`config.mk`:
```
export PLATFORM = sky130hd
export DESIGN_NAME = reg_display_ctrl_flat
export DESIGN_NICKNAME = d
export VERILOG_FILES = /design/src/rtl/impostor_disp_pkg.sv /design/src/rtl/reg_display_ctrl_if.sv /design/src/rtl/seven_seg_decoder.sv /design/src/rtl/reg_display_ctrl.sv /design/src/flat_wrapper.sv
export SDC_FILE = /design/constraint.sdc
export NUM_CORES = 1
export LEC_CHECK = 0
export CAP_MARGIN = 20
export CORE_MARGIN = 5
export CORE_UTILIZATION = 55
export DETAILED_ROUTE_END_ITERATION = 16
export GPL_TIMING_DRIVEN = 0
export PLACE_DENSITY_LB_ADDON = 0.3
export SLEW_MARGIN = 10
export SYNTH_ARGS = -nofsm -noshare
export SYNTH_HDL_FRONTEND = slang
export SYNTH_SLANG_ARGS = --single-unit
```
`constraint.sdc`:
```
create_clock -name clk -period 7.5 [get_ports clk]
set_input_delay 2.25 -clock clk [delete_from_list [all_inputs] [get_ports clk]]
set_output_delay 2.25 -clock clk [all_outputs]
set_load 0.005 [all_outputs]
```
`src/rtl/impostor_disp_pkg.sv`:
```
// Shared types and constants for the register display controller.
// Holds the sample FSM encoding and the double-dabble step.
package impostor_disp_pkg;

    typedef enum logic [2:0] {
        S_IDLE,
        S_ADDR,
        S_CAPTURE,
        S_CONVERT,
        S_DONE
    } state_t;

    localparam int BCD_ITER = 14;
    localparam int MAX_DISP = 9999;

    localparam logic [6:0] SEG_BLANK = 7'h7F;
    localparam logic [6:0] SEG_ZERO  = 7'b1000000;

    // {bcd[15:0], bin[13:0]}: add-3 on BCD nibbles >= 5, then shift left
    function automatic logic [29:0] dabble_step(
        input logic [29:0] sr
    );
        logic [29:0] t;
        t = sr;
        for (int i = 0; i < 4; i++) begin
            if (t[14+4*i +: 4] >= 4'd5) begin
                t[14+4*i +: 4] = t[14+4*i +: 4] + 4'd3;
            end
        end
        return {t[28:0], 1'b0};
    endfunction

endpackage

```
`src/rtl/reg_display_ctrl_if.sv`:
```
// Register-file debug read port used by the display controller.
// Data is valid one cycle after the address is stable.
interface reg_display_ctrl_if;

    logic [4:0]  multi_purpose_read_addr;
    logic [31:0] multi_purpose_read_data;

    modport master (
        output multi_purpose_read_addr,
        input  multi_purpose_read_data
    );

    modport slave (
        input  multi_purpose_read_addr,
        output multi_purpose_read_data
    );

endinterface

```
`src/rtl/seven_seg_decoder.sv`:
```
// BCD to active-low seven-segment {g,f,e,d,c,b,a}.
// Non-decimal codes blank the digit.
module seven_seg_decoder
    import impostor_disp_pkg::*;
(
    input  logic [3:0] bcd,
    output logic [6:0] seg
);

    always_comb begin
        seg = SEG_BLANK;
        case (bcd)
            4'd0:    seg = 7'b1000000;
            4'd1:    seg = 7'b1111001;
            4'd2:    seg = 7'b0100100;
            4'd3:    seg = 7'b0110000;
            4'd4:    seg = 7'b0011001;
            4'd5:    seg = 7'b0010010;
            4'd6:    seg = 7'b0000010;
            4'd7:    seg = 7'b1111000;
            4'd8:    seg = 7'b0000000;
            4'd9:    seg = 7'b0010000;
            default: seg = SEG_BLANK;
        endcase
    end

endmodule

```
`src/rtl/reg_display_ctrl.sv`:
```
// Samples a register-file entry, converts it to BCD and
// multiplexes the four digits onto a seven-segment display.
module reg_display_ctrl
    import impostor_disp_pkg::*;
#(
    parameter int SCAN_DIV   = 50000,
    parameter int SAMPLE_DIV = 1000000
) (
    input  logic               clk,
    input  logic               reset,
    input  logic [4:0]         reg_sel,
    reg_display_ctrl_if.master rf,
    output logic [3:0]         tho,
    output logic [3:0]         hun,
    output logic [3:0]         ten,
    output logic [3:0]         one,
    output logic [6:0]         seg,
    output logic [3:0]         an,
    output logic               busy,
    output logic               led_indicator
);

    localparam int SMP_W = $clog2(SAMPLE_DIV);
    localparam int SCN_W = $clog2(SCAN_DIV);
    localparam logic [SMP_W-1:0] SMP_LAST =
        SMP_W'(SAMPLE_DIV - 1);
    localparam logic [SCN_W-1:0] SCN_LAST =
        SCN_W'(SCAN_DIV - 1);

    state_t           state_q;
    state_t           state_d;
    logic [4:0]       sel_q;
    logic [SMP_W-1:0] smp_cnt;
    logic             pend_q;
    logic             trig;
    logic [3:0]       iter_q;
    logic [13:0]      bin_q;
    logic [15:0]      bcd_q;
    logic             ovf_q;

    logic [SCN_W-1:0] scn_cnt;
    logic             scn_wrap;
    logic [1:0]       idx_q;
    logic [1:0]       idx_d;
    logic [3:0]       dig_d;
    logic [6:0]       seg_d;

    assign trig = (smp_cnt == SMP_LAST) || (reg_sel != sel_q);
    assign busy = (state_q != S_IDLE);

    always_ff @(posedge clk or negedge reset) begin
        if (!reset) begin
            state_q <= S_IDLE;
        end else begin
            state_q <= state_d;
        end
    end

    always_comb begin
        state_d = state_q;
        case (state_q)
            S_IDLE:    if (trig || pend_q) state_d = S_ADDR;
            S_ADDR:    state_d = S_CAPTURE;
            S_CAPTURE: state_d = S_CONVERT;
            S_CONVERT: begin
                if (iter_q == 4'(BCD_ITER - 1)) state_d = S_DONE;
            end
            S_DONE:    state_d = S_IDLE;
            default:   state_d = S_IDLE;
        endcase
    end

    // sel_q starts at 31 so the first edge after reset samples
    always_ff @(posedge clk or negedge reset) begin
        if (!reset) begin
            sel_q   <= 5'h1F;
            smp_cnt <= '0;
            pend_q  <= 1'b0;
        end else begin
            sel_q   <= reg_sel;
            smp_cnt <= (smp_cnt == SMP_LAST) ? '0 : smp_cnt + 1'b1;
            if (state_q == S_IDLE) begin
                pend_q <= 1'b0;
            end else if (trig) begin
                pend_q <= 1'b1;
            end
        end
    end

    always_ff @(posedge clk or negedge reset) begin
        if (!reset) begin
            rf.multi_purpose_read_addr <= '0;
            bin_q         <= '0;
            bcd_q         <= '0;
            ovf_q         <= 1'b0;
            iter_q        <= '0;
            tho           <= '0;
            hun           <= '0;
            ten           <= '0;
            one           <= '0;
            led_indicator <= 1'b0;
        end else begin
            case (state_q)
                S_ADDR: rf.multi_purpose_read_addr <= reg_sel;
                S_CAPTURE: begin
                    if (rf.multi_purpose_read_data > 32'(MAX_DISP)) begin
                        bin_q <= 14'(MAX_DISP);
                        ovf_q <= 1'b1;
                    end else begin
                        bin_q <= rf.multi_purpose_read_data[13:0];
                        ovf_q <= 1'b0;
                    end
                    bcd_q  <= '0;
                    iter_q <= '0;
                end
                S_CONVERT: begin
                    {bcd_q, bin_q} <= dabble_step({bcd_q, bin_q});
                    iter_q <= iter_q + 4'd1;
                end
                S_DONE: begin
                    tho           <= bcd_q[15:12];
                    hun           <= bcd_q[11:8];
                    ten           <= bcd_q[7:4];
                    one           <= bcd_q[3:0];
                    led_indicator <= ovf_q;
                end
                default: ;
            endcase
        end
    end

    assign scn_wrap = (scn_cnt == SCN_LAST);
    assign idx_d    = scn_wrap ? idx_q + 2'd1 : idx_q;

    always_comb begin
        dig_d = one;
        case (idx_d)
            2'd0:    dig_d = one;
            2'd1:    dig_d = ten;
            2'd2:    dig_d = hun;
            default: dig_d = tho;
        endcase
    end

    seven_seg_decoder u_dec (
        .bcd (dig_d),
        .seg (seg_d)
    );

    // an/seg follow the index being loaded so they switch together
    always_ff @(posedge clk or negedge reset) begin
        if (!reset) begin
            scn_cnt <= '0;
            idx_q   <= 2'd0;
            an      <= 4'b1110;
            seg     <= SEG_ZERO;
        end else begin
            scn_cnt <= scn_wrap ? '0 : scn_cnt + 1'b1;
            idx_q   <= idx_d;
            an      <= ~(4'b0001 << idx_d);
            seg     <= seg_d;
        end
    end

endmodule

```
`src/flat_wrapper.sv`:
```
// flat-port wrapper written by rule: the top's interface ports become plain ports
module reg_display_ctrl_flat import impostor_disp_pkg::*;
#(
    parameter int SCAN_DIV   = 50000,
    parameter int SAMPLE_DIV = 1000000
)
  (clk, reset, reg_sel, tho, hun, ten, one, seg, an, busy, led_indicator, rf_multi_purpose_read_addr, rf_multi_purpose_read_data);
  reg_display_ctrl_if rf_i ();
  input  logic clk;
  input  logic reset;
  input  logic [4:0] reg_sel;
  output logic [3:0] tho;
  output logic [3:0] hun;
  output logic [3:0] ten;
  output logic [3:0] one;
  output logic [6:0] seg;
  output logic [3:0] an;
  output logic busy;
  output logic led_indicator;
  output wire logic [$bits(rf_i.multi_purpose_read_addr)-1:0] rf_multi_purpose_read_addr;
  input wire logic [$bits(rf_i.multi_purpose_read_data)-1:0] rf_multi_purpose_read_data;
  assign rf_multi_purpose_read_addr = rf_i.multi_purpose_read_addr;
  assign rf_i.multi_purpose_read_data = rf_multi_purpose_read_data;
  reg_display_ctrl #(.SCAN_DIV(SCAN_DIV), .SAMPLE_DIV(SAMPLE_DIV)) u_core (.clk(clk), .reset(reset), .reg_sel(reg_sel), .rf(rf_i), .tho(tho), .hun(hun), .ten(ten), .one(one), .seg(seg), .an(an), .busy(busy), .led_indicator(led_indicator));
endmodule
```
==> reports/metrics.yaml <==
synthArstFlopShare_pct: 100
critPathLaunchType: "flop"
layout_min_cycle_time_ns: 4.30
cts_resized: 0
fillCellCount: 761
post_drt_wl_per_cell_um: 15.5
syn-cell-area_um2: 5560
first_iter_violations: 156
outcome: "completed"
place_area_um2: 6470
die-width_um: 111
gp_congestion: 0.833
holdCritStartpoint: "u_core.scn_cnt[0]"
yosysTopAreaCellShare_pct: 47.7
synth_edf_count: 0
postCtsSetupBuffers: 0
synthToLayoutAreaGrowth_pct: 26.2
timing.fmax_mhz: 233
layout_setup_ws_ns: 3.20
final_layout_size_suffix_gt1_share_pct: 12.1
io_buffers: 72
ys_seq_area_share_pct: 52.0
hold_buffers: 0
viasPerCell: 5.49
cp-end-kind: "output pin"
relSlewSlack_pct: 41.8
power.switching_uw: 286
required_ns: 5.25
antenna_found_initial: 0
p_int_mw: 1.11
layout_common_cells: "dfrtp_1 (106), clkdlybuf4s50_1 (71), nand2_1 (52)"
gr-total-overflow: 0
utilization_pct: 71.4
drt-total-wl_um: 11700
ys_types: 44
p_per_area_nw_per_um2: 198
start_util_pct: 56.6
dieArea_um2: 12200
cts_tree: "yes"
cts_buffer_depth: 2
cp_max_fo: 10
avgSynthCellArea_um2: 10.8
grt_max_degree: 95
ir_drop_v: 0.000119
synth-seq-cells: 115
rsz0062_at_grt: "no"
tightest_slew_ns: 0.871
hold_violations: 0
final_common_cell: "dfrtp_1"
slew_violations: 0
fin_worst_skew_ns: 0.0119
grt_pass1_wl_um: 20700
power.share.combinational_pct: 3.3
route.vias.total: 4142
grt_pass1_vias: 4395
hpwlAfterDp_um: 8460
h-tree-depth: 4
clock_latency_ns: 0.50
arrival_ns: 2.05
startpoint: "u_core.state_q[0]"
p_clk_share_pct: 51.6
drc_errors: 0
tns_ns: 0
cap_violations: 0
ys.flop_type: "dfrtp_1"
grt.total_usage_pct: 20.2
dieHeight_um: 111
fin_hold_ws_ns: 0.476
yosysWarningCount: 0
core_area_um2: 9820
pre_cts_slack_ns: 3.20
fin_nets: 663
clkTransAtPathRegs_ns: 0.05
reg2reg_from: "u_core.scn_cnt[0]"
syn_inst: 517
hold_class: "flop to flop"
cts_buffers: 17
path_class: "flop to output pin"
p_seq_share_pct: 45.1
root_buffer: "clkbuf_8"
dr.pass1.iters: 4
synth_area_leaders: "dfrtp_1 (48%), mux2_2 (4.7%), dfstp_2 (4.3%), xnor2_1 (3.6%), o21ai_0 (3.6%)"
final_area_um2: 7010
switching_share_pct: 20.6
ios: 73
antenna_left: 0
rows: 36
n_antenna_cell: 0
synthesis.nets: 571
leakagePower_nw: 3.11
cts_sinks: 115
setup_viol: 0
post-route-period-util_pct: 57.3
synth_top_area_cell: "dfrtp_1"
-- cells in the mapped netlist (10+ instances only) --
library cell and instances:
o21ai_0 40, xor2_1 21, ha_1 15, a21oi_1 14, nand3_1 18, mux2i_1 17, nor2_1 32, nand2_1 52
xnor2_1 23, clkbuf_1 17, nand2b_1 12, and3_1 11, o31ai_1 10, mux2_2 23, inv_1 19, dfrtp_1 106
-- per-stage QoR --
step | power, mW | instances
finish | 1.39 | 755
global route | 1.44 | 755
CTS | 1.40 | 755
detailed placement | 0.685 | 723
global placement | 0.682 | 722
floorplan | 0.644 | 517
-- metal layers --
layer  share of wire [%]  global-route usage (%)  up-vias
li1                    -                       -     1974
met1                  44                    25.4     2016
met2                  50                    34.0      134
met3                 4.7                    5.36       18
met4                 1.4                    6.57        0
met5                   0                       0        -
-- worst max-delay path, stage by stage (launching register included) --
cell	delay, ns
dfrtp_1	0.40
clkbuf_1	0.23
or3_1	0.46
clkdlybuf4s50_1	0.47
-- path summary, 6_finish.rpt --
check / end / slack (ns) / depth (start not counted)
hold / removal: u_core.scn_cnt[0] / 0.48 / 1
hold reg to reg: u_core.scn_cnt[0] / 0.48 / 1
setup / recovery: busy / 3.20 / 3
setup reg to reg: u_core.seg[3] / 4.90 / 11
max in group asynchronous: u_core.sel_q[0] / 5.19 / 2
min in group asynchronous: u_core.scn_cnt[2] / 1.59 / 1
-- kinds of logic (layout without fill, tap and decap cells) --
family | after synthesis | count (layout) | share of synthesized area (%)
and+or+nand+nor | 176 | 176 | 16.7
DFF | 115 | 115 | 52.0
muxes | 44 | 44 | 9.34
AOI/OAI and AO/OA | 80 | 80 | 8.40
adders and majority gates | 15 | 15 | 3.38
xor gates and xnor gates | 44 | 44 | 6.93
buffers and inverters | 43 | 148 | 3.33
-- state kept, by name, indices dropped and copies added, names as in the netlist, 3 cells and up --
name and cells:
u_core.ten 4, u_core.state_q 3, u_core.rf.multi_purpose_read_addr 5, u_core.sel_q 5, u_core.iter_q 4, u_core.seg 7
u_core.an 4, u_core.bin_q 14, u_core.scn_cnt 16, u_core.one 4, u_core.tho 4, u_core.smp_cnt 20
u_core.hun 4, u_core.bcd_q 16
-- cell type report --
| cell class | instances | area (um^2) | area share (%) |
|---|---|---|---|
| flip-flops and latches | 115 | 2890 | 41.2 |
| multi-input cells | 359 | 2480 | 35.4 |
| repair buffers | 73 | 749 | 10.7 |
| clock buffers | 22 | 453 | 6.46 |
| well taps | 133 | 166 | 2.37 |
| plain buffers | 24 | 114 | 1.62 |
| clock inverters | 10 | 85.1 | 1.21 |
| inverters | 19 | 71.3 | 1.02 |
-- power groups by stage --
stage | logic [mW] | registers, mW | clock network [mW]
final | 0.0454 | 0.628 | 0.718
after floorplan | 0.00589 | 0.638 | 0
after CTS | 0.0468 | 0.628 | 0.729
after global routing | 0.0508 | 0.628 | 0.763
after global placement | 0.0438 | 0.638 | 0
after detailed placement | 0.0466 | 0.638 | 0
Power figures use the tool's default switching activity.
==> edit, RTL diff (same settings) <==
`SAMPLE_DIV` is set to 1000000 in 2 places; all go to 2000000.
--- a/src/rtl/reg_display_ctrl.sv
+++ b/src/rtl/reg_display_ctrl.sv
@@ -6,3 +6,3 @@
     parameter int SCAN_DIV   = 50000,
-    parameter int SAMPLE_DIV = 1000000
+    parameter int SAMPLE_DIV = 2000000
 ) (
--- a/src/flat_wrapper.sv
+++ b/src/flat_wrapper.sv
@@ -4,3 +4,3 @@
     parameter int SCAN_DIV   = 50000,
-    parameter int SAMPLE_DIV = 1000000
+    parameter int SAMPLE_DIV = 2000000
 )
Formal check against the unedited RTL: no difference found for any inputs over 10 cycles, from zero or initial values and one cycle with reset low; that may be too few to reach the edited logic, so the function may still have changed.
==> edit against the original RTL <==
Non-clock buffer count fell by 1; die area rose by 0.23%; clock skew barely moved; total power rose by 3.8%; via count rose by 0.41%; core utilization rose by 0.45 points; wire length rose by 1.7%; synthesized area rose by 0.25%; count of clock-buffer cells in the layout did not move; synthesized cell count fell by 0.39%; design area rose by 0.62%; sequential cell count rose by 1; setup slack improved by 0.0037 ns.
==> edit: results <==
{
  "met3_usage_pct": 5.51,
  "ys_top_cells_by_area": "dfrtp_1, mux2_2, dfstp_2",
  "status": "complete, no violations",
  "wl_met2_microns": 6270,
  "grt_pass1_vias": 4352,
  "reg.largest.list": "u_core.smp_cnt (21), u_core.bcd_q (16), u_core.scn_cnt (16)",
  "grt_util_met2_pct": 36.0,
  "largest_reg_flops": 21,
  "postPlaceCellArea_sq_um": 6490,
  "grt_pass1_wl_microns": 20500,
  "wire_per_inst_microns": 15.9,
  "place_ws_ns": 3.21,
  "synth_compound_area_share_pct": 7.66,
  "worstMarginPinSlew_ns": 0.762,
  "r2r_end": "u_core.seg[4]",
  "muxShareOfSynthArea_pct": 9.32,
  "power_density_nw_per_um2": 205,
  "vias": 4159,
  "fin_worst_skew_ns": 0.0121,
  "dp_hpwl_microns": 8470,
  "grt.total_usage_pct": 20.6,
  "ys_seq_area_share_pct": 52.3,
  "path_clk_slew_ns": 0.05,
  "hold_end": "u_core.scn_cnt[0]",
  "ir_worst_vdd_mv": 0.191,
  "synthAdderAreaFrac_pct": 3.37,
  "ys_types": 46,
  "synth_xor_xnor_area_share_pct": 6.92,
  "p_leak_nw": 3.14,
  "endpoint": "busy",
  "clock_latency_ns": 0.52,
  "nets": 661,
  "synth_nets": 569,
  "ys_top_cells_by_count": "dfrtp_1, nand2_1, nor2_1, o21ai_0",
  "gp_congestion": 0.821,
  "hold_slack_ns": 0.458,
  "drive_gt1_share_pct": 12.1,
  "grt_max_degree": 62,
  "met1_usage_pct": 24.4,
  "wl_met3_microns": 487
}
-- edit: per-stage QoR --
step	power, mW	cells
final	1.44	753
after global routing	1.49	753
after CTS	1.46	753
after detailed placement	0.690	721
after global placement	0.687	720
after floorplan	0.649	515
-- edit: area by class of cell --
cell class	instances	share of cell area, %
buffer	23	1.56
clock buffer	22	6.56
clock inverter	10	1.49
inverter	18	0.957
multi-input combinational	358	35.2
sequential	116	41.3
tap	133	2.36
timing repair buffer	73	10.6
-- edit: worst register-to-register path: cells and delay by family, from the launching register on --
family                   cells  cell delay (ns)
AO/OA/AOI/OAI                1             0.16
adder cells (fa/ha/maj)      2             0.38
AND/OR/NAND/NOR              3             0.39
flip-flops                   1             0.36
multiplexers                 2             0.70
buffers and inverters        3             0.50
-- edit: power by group --
part / total [mW] / switching, mW / internal [mW]
logic: 0.0451 / 0.0193 / 0.0258
clock network: 0.766 / 0.271 / 0.494
registers: 0.633 / 0.00182 / 0.631
